--- src/rtl/ikbd_serial_link.sv ---
// IKBD serial bridge: 8N1 LSB-first transmitter fed from the ACIA TX FIFO, receiver feeding the ACIA RX FIFO.
// Optional build macro IKBD_LINK_LOOPBACK_EN routes the internal ikbd_tx back into the receiver for self-test.
`timescale 1ns/1ps
module ikbd_serial_link #(
  parameter int CLKS_PER_BIT = 1024,
  parameter int STROBE_LEN   = 2
) (
  input  logic       clk,
  input  logic       reset_n,
  input  logic       ikbd_data_out_available,
  input  logic [7:0] ikbd_data_out,
  output logic       ikbd_strobe_out,
  output logic       ikbd_strobe_in,
  output logic [7:0] ikbd_data_in,
  output logic       ikbd_tx,
  input  logic       ikbd_rx,
  output logic       frame_err
);

  localparam int SW = $clog2(STROBE_LEN + 1);
  localparam logic [10:0]   BIT_RELOAD  = 11'(CLKS_PER_BIT - 1);
  localparam logic [10:0]   HALF_RELOAD = 11'(CLKS_PER_BIT / 2 - 1);
  localparam logic [SW-1:0] STB_LOAD    = SW'(STROBE_LEN);
  localparam logic [SW-1:0] STB_ONE     = SW'(1);

  typedef enum logic {TX_IDLE, TX_SEND} tx_state_t;
  typedef enum logic [2:0] {RX_IDLE, RX_START, RX_DATA, RX_STOP, RX_WAIT} rx_state_t;

  tx_state_t     tx_state, tx_state_nxt;
  logic [9:0]    tx_shift;
  logic [3:0]    tx_bit;
  logic [10:0]   tx_sub;
  logic [SW-1:0] tx_stb;
  logic          tx_last;
  logic          tx_load;

  // A byte may load straight out of the stop bit so frames run back-to-back.
  assign tx_last = (tx_state == TX_SEND) && (tx_sub == 11'd0) && (tx_bit == 4'd9);
  assign tx_load = ikbd_data_out_available && ((tx_state == TX_IDLE) || tx_last);

  always_ff @(posedge clk or negedge reset_n) begin
    if (!reset_n) tx_state <= TX_IDLE;
    else          tx_state <= tx_state_nxt;
  end

  always_comb begin
    tx_state_nxt = tx_state;
    case (tx_state)
      TX_IDLE: if (ikbd_data_out_available) tx_state_nxt = TX_SEND;
      TX_SEND: if (tx_last) tx_state_nxt = ikbd_data_out_available ? TX_SEND : TX_IDLE;
      default: tx_state_nxt = TX_IDLE;
    endcase
  end

  always_comb begin
    ikbd_tx         = (tx_state == TX_SEND) ? tx_shift[0] : 1'b1;
    ikbd_strobe_out = (tx_stb != '0);
  end

  always_ff @(posedge clk or negedge reset_n) begin
    if (!reset_n) begin
      tx_shift <= '1;
      tx_bit   <= '0;
      tx_sub   <= '0;
      tx_stb   <= '0;
    end else if (tx_load) begin
      tx_shift <= {1'b1, ikbd_data_out, 1'b0};
      tx_bit   <= '0;
      tx_sub   <= BIT_RELOAD;
      tx_stb   <= STB_LOAD;
    end else begin
      if (tx_stb != '0) tx_stb <= tx_stb - STB_ONE;
      if (tx_state == TX_SEND) begin
        if (tx_sub == 11'd0) begin
          tx_shift <= {1'b1, tx_shift[9:1]};
          tx_bit   <= tx_bit + 4'd1;
          tx_sub   <= BIT_RELOAD;
        end else begin
          tx_sub <= tx_sub - 11'd1;
        end
      end
    end
  end

  logic          rx_src;
  logic [1:0]    rx_sync;
  logic [1:0]    rx_hist;
  logic          rx_filt;
  rx_state_t     rx_state, rx_state_nxt;
  logic [7:0]    rx_shift;
  logic [3:0]    rx_bit;
  logic [10:0]   rx_sub;
  logic [SW-1:0] rx_stb;
  logic          rx_tick;

`ifdef IKBD_LINK_LOOPBACK_EN
  assign rx_src = ikbd_tx;
`else
  assign rx_src = ikbd_rx;
`endif

  // Majority of the synchronised sample and its two predecessors rejects single-clock spikes.
  assign rx_filt = (rx_sync[1] & rx_hist[0]) | (rx_sync[1] & rx_hist[1]) | (rx_hist[0] & rx_hist[1]);
  assign rx_tick = (rx_sub == 11'd0);

  always_ff @(posedge clk or negedge reset_n) begin
    if (!reset_n) begin
      rx_sync  <= 2'b11;
      rx_hist  <= 2'b11;
      rx_state <= RX_IDLE;
    end else begin
      rx_sync  <= {rx_sync[0], rx_src};
      rx_hist  <= {rx_hist[0], rx_sync[1]};
      rx_state <= rx_state_nxt;
    end
  end

  always_comb begin
    rx_state_nxt = rx_state;
    case (rx_state)
      RX_IDLE:  if (!rx_filt) rx_state_nxt = RX_START;
      RX_START: if (rx_tick) rx_state_nxt = rx_filt ? RX_IDLE : RX_DATA;
      RX_DATA:  if (rx_tick && (rx_bit == 4'd7)) rx_state_nxt = RX_STOP;
      RX_STOP:  if (rx_tick) rx_state_nxt = RX_WAIT;
      RX_WAIT:  if (rx_filt) rx_state_nxt = RX_IDLE;
      default:  rx_state_nxt = RX_IDLE;
    endcase
  end

  always_comb begin
    ikbd_strobe_in = (rx_stb != '0);
  end

  always_ff @(posedge clk or negedge reset_n) begin
    if (!reset_n) begin
      rx_shift     <= '0;
      rx_bit       <= '0;
      rx_sub       <= '0;
      rx_stb       <= '0;
      ikbd_data_in <= 8'h00;
      frame_err    <= 1'b0;
    end else begin
      frame_err <= 1'b0;
      if (rx_stb != '0) rx_stb <= rx_stb - STB_ONE;
      case (rx_state)
        RX_IDLE: begin
          rx_sub <= HALF_RELOAD;
          rx_bit <= '0;
        end
        RX_START, RX_DATA, RX_STOP: begin
          rx_sub <= rx_tick ? BIT_RELOAD : rx_sub - 11'd1;
          if (rx_tick && rx_state == RX_DATA) begin
            rx_shift <= {rx_filt, rx_shift[7:1]};
            rx_bit   <= rx_bit + 4'd1;
          end
          if (rx_tick && rx_state == RX_STOP) begin
            if (rx_filt) begin
              ikbd_data_in <= rx_shift;
              rx_stb       <= STB_LOAD;
            end else begin
              frame_err <= 1'b1;
            end
          end
        end
        default: ;
      endcase
    end
  end

endmodule

--- config.mk ---
export PLATFORM = sky130hd
export DESIGN_NAME = ikbd_serial_link
export DESIGN_NICKNAME = d
export VERILOG_FILES = /design/src/rtl/ikbd_serial_link.sv
export SDC_FILE = /design/constraint.sdc
export NUM_CORES = 1
export LEC_CHECK = 0
export ABC_AREA = 1
export BUFFER_PORTS_ARGS = -buffer_cell sky130_fd_sc_hd__buf_2
export CORE_ASPECT_RATIO = 2
export CORE_MARGIN = 1.5
export CORE_UTILIZATION = 60
export CTS_BUF_LIST = sky130_fd_sc_hd__clkbuf_16
export CTS_CLUSTER_DIAMETER = 120
export DETAILED_ROUTE_END_ITERATION = 10
export GPL_TIMING_DRIVEN = 0
export PLACE_DENSITY = 0.79
export SLEW_MARGIN = 30
export SYNTH_ARGS = -nofsm -noshare
export SYNTH_HDL_FRONTEND = slang
export SYNTH_SLANG_ARGS = --single-unit
--- constraint.sdc ---
create_clock -name clk -period 2.15 [get_ports clk]
set_clock_uncertainty 0.15 [all_clocks]
set_input_delay 0.3225 -clock clk [delete_from_list [all_inputs] [get_ports clk]]
set_output_delay 0.3225 -clock clk [all_outputs]
set_load 0.05 [all_outputs]
==> out/qor.csv <==
metric,value,unit
worstSetupPathType,reg -> reg,
place_area,0.00358,mm^2
timing.reg2reg.setup_slack,0.29,ns
min_to,tx_shift[8],
drt_iter0_markers,88,
htreeDepth,3,
rows,38,
final_cell_mix,"nand2_1 (83), inv_1 (59), dfrtp_1 (55)",
rsz0062_at_grt,false,
regToRegStartpoint,rx_sub[0],
cap_violations,0,
drtPass1Iterations,5,
cts.sink_count,68,
drcViolationCount,0,
cts_tree,yes,
io_buffers,22,
syn_area_per_cell,8.49,um^2
crit_fanout,4,
min_period,1.86,ns
synthToLayoutAreaGrowth,15.2,%
clockPowerShare,47.9,%
wire_per_inst,13.7,um
setup_ws,0.287,ns
yosys_warnings,0,
gr-usage-all-layers,25.0,%
path_clk_slew,0.06,ns
gp_congestion,0.870,
yosys_register_bits,68,
clock_path_buffers,2,
drive_gt1_share,21.7,%
hpwl,4.93,mm
ant_nets,0,
fin_area,0.00388,mm^2
synth_nets,417,
cts_root_buffer,clkbuf_16,
setup_viol,0,
finalCritPeriodShare,86.6,%
die_width,56,um
final_common_cell,nand2_1,
hold_depth,3,
p_int,2.27,mW
ios,24,
pre_cts_slack,0.298,ns
slew_viol_final,0,
p_sw_share,22.3,%
relSlewSlack,70.7,%
worstHoldPathType,in -> reg,
ys_seq_area_share,51.0,%
cp-end-kind,register,
die_h,109,um
grt_start_max_net_pins,44,
diodes,0,
cts-buffers-inserted,9,
syn_area,0.00337,mm^2
timing.hold.ws,0.0568,ns
power.share.combinational,5.6,%
timing.rr.end,rx_sub[4],
power.leakage,1.99,nW
avgViaCountPerCell,5.39,
final.setup.tns,0,ns
ctsResizeCount,0,
overflow,0,
hp-start,ikbd_data_out[7],
finalWirelength,6.83,mm
fmax,0.537,GHz
route.vias.total,2684,
power_density,753,mW/mm^2
die_area,0.00610,mm^2
pwr-share-seq,46.5,%
worstMarginPinSlew,0.436,ns
grt_pass1_vias,2680,
n_fill_cell,430,
antenna_found_initial,0,
status,"complete, no violations",
fin_nets,453,
grt_pass1_wl,11.6,mm
synth_cells,397,
final-hold-violation-count,0,
reg2regPathDepth,7,
clkLatencyLatePin,0.33,ns
fp.coreArea,0.00542,mm^2
cp-start-kind,register,
critPathArrivalTime,1.97,ns
critPathRequiredTime,2.26,ns
synth_cell_types,32,
ir_drop,0.702,mV
power.switching,653,uW
start_util,62.2,%
==> stage by stage <==
| step | std cells | total power, mW | util, % |
|---|---|---|---|
| after floorplan | 397 | 1.48 | - |
| after global placement | 479 | 1.53 | 65.6 |
| after detailed placement | 480 | 1.54 | 66.0 |
| after CTS | 498 | 2.96 | 71.6 |
| after global routing | 498 | 3.03 | 71.6 |
| final | 498 | 2.92 | 71.6 |
==> area by class of cell <==
| class | count | area (um^2) | share of cell area (%) |
|---|---|---|---|
| repair buffers | 25 | 153 | 3.93 |
| clock buffers | 9 | 225 | 5.80 |
| inverters | 67 | 251 | 6.48 |
| well taps | 60 | 75.1 | 1.93 |
| multi-input cells | 255 | 1340 | 34.5 |
| flip-flops and latches | 68 | 1720 | 44.2 |
| plain buffers | 7 | 61.3 | 1.58 |
| clock inverters | 7 | 58.8 | 1.51 |
==> how the worst max path moves through the flow <==
stage,start,endpoint,slack (ns)
floorplan,tx_sub[0],tx_stb[0],0.47
global placement,tx_sub[0],tx_shift[7],0.31
detailed placement,tx_sub[0],tx_stb[0],0.30
CTS,tx_sub[0],tx_stb[0],0.27
global route,rx_sub[0],rx_state[1],0.13
finish,rx_sub[0],rx_sub[4],0.29
==> cells in the mapped netlist <==
library cell | n | share of area (%)
nand2_1 | 83 | 9.2
inv_1 | 58 | 6.5
dfrtp_1 | 55 | 41
nand3_1 | 41 | 6.1
nor2_1 | 24 | 2.7
o21ai_0 | 20 | 3.0
o21ai_1 | 18 | 2.7
dfstp_2 | 13 | 10
a21oi_1 | 9 | 1.3
nand2_2 | 9 | 1.7
ha_1 | 8 | 3.0
inv_2 | 8 | 0.89
nor3_1 | 5 | 0.74
xor2_1 | 5 | 1.3
nand3_2 | 4 | 1.2
nand4_1 | 4 | 0.74
nor2_2 | 4 | 0.74
nor2_4 | 4 | 1.3
or2_2 | 4 | 0.74
buf_4 | 3 | 0.67
buf_6 | 3 | 1.0
nand2_4 | 2 | 0.67
nor3_2 | 2 | 0.59
o22ai_1 | 2 | 0.37
xnor2_1 | 2 | 0.52
a21oi_2 | 1 | 0.26
a22oi_1 | 1 | 0.22
and3_1 | 1 | 0.19
buf_2 | 1 | 0.15
clkinv_1 | 1 | 0.11
o21ai_2 | 1 | 0.26
o311ai_0 | 1 | 0.26
==> cells by family (layout without fill, tap and decap cells) <==
family | count (synthesis) | after routing | share of synthesized area [%]
flops | 68 | 68 | 51.0
fa+ha+maj | 8 | 8 | 2.97
simple gates | 187 | 187 | 26.6
xor+xnor | 7 | 7 | 1.82
buf+inv | 74 | 115 | 9.28
compound gates | 53 | 53 | 8.35
==> critical path, cell delays in order (launching register included) <==
cell and delay, ns:
dfrtp_1 0.40, inv_1 0.10, ha_1 0.18, inv_1 0.06, nor3_1 0.32, nand2_1 0.19
or2_2 0.31, nand3_1 0.08
==> metal layers <==
| metal | share of wire [%] | global-route usage [%] |
|---|---|---|
| met1 | 39 | 25.5 |
| met2 | 56 | 46.1 |
| met3 | 2.9 | 5.10 |
| met4 | 2.5 | 14.1 |
| met5 | 0 | 0 |
==> state kept, by name (all words and copies together) (netlist names) <==
signal / cells
rx_sub: 11
tx_sub: 11
tx_shift: 9
ikbd_data_in: 8
rx_shift: 8
rx_bit: 4
tx_bit: 4
rx_state: 3
rx_hist: 2
rx_stb: 2
rx_sync: 2
tx_stb: 2
frame_err: 1
tx_state: 1
==> power groups by stage <==
stage | sequential [mW] | combinational [mW] | clock (mW)
3_5_place_dp | 1.38 | 0.163 | 0
5_1_grt | 1.36 | 0.189 | 1.47
3_3_place_gp | 1.38 | 0.151 | 0
4_1_cts | 1.36 | 0.168 | 1.43
2_1_floorplan | 1.37 | 0.103 | 0
6_report | 1.36 | 0.164 | 1.40
==> timing repair <==
action                    CTS  global route
buffers inserted            0             0
hold buffers                2             0
hold endpoints to repair   19             0
Power figures use the tool's default switching activity.
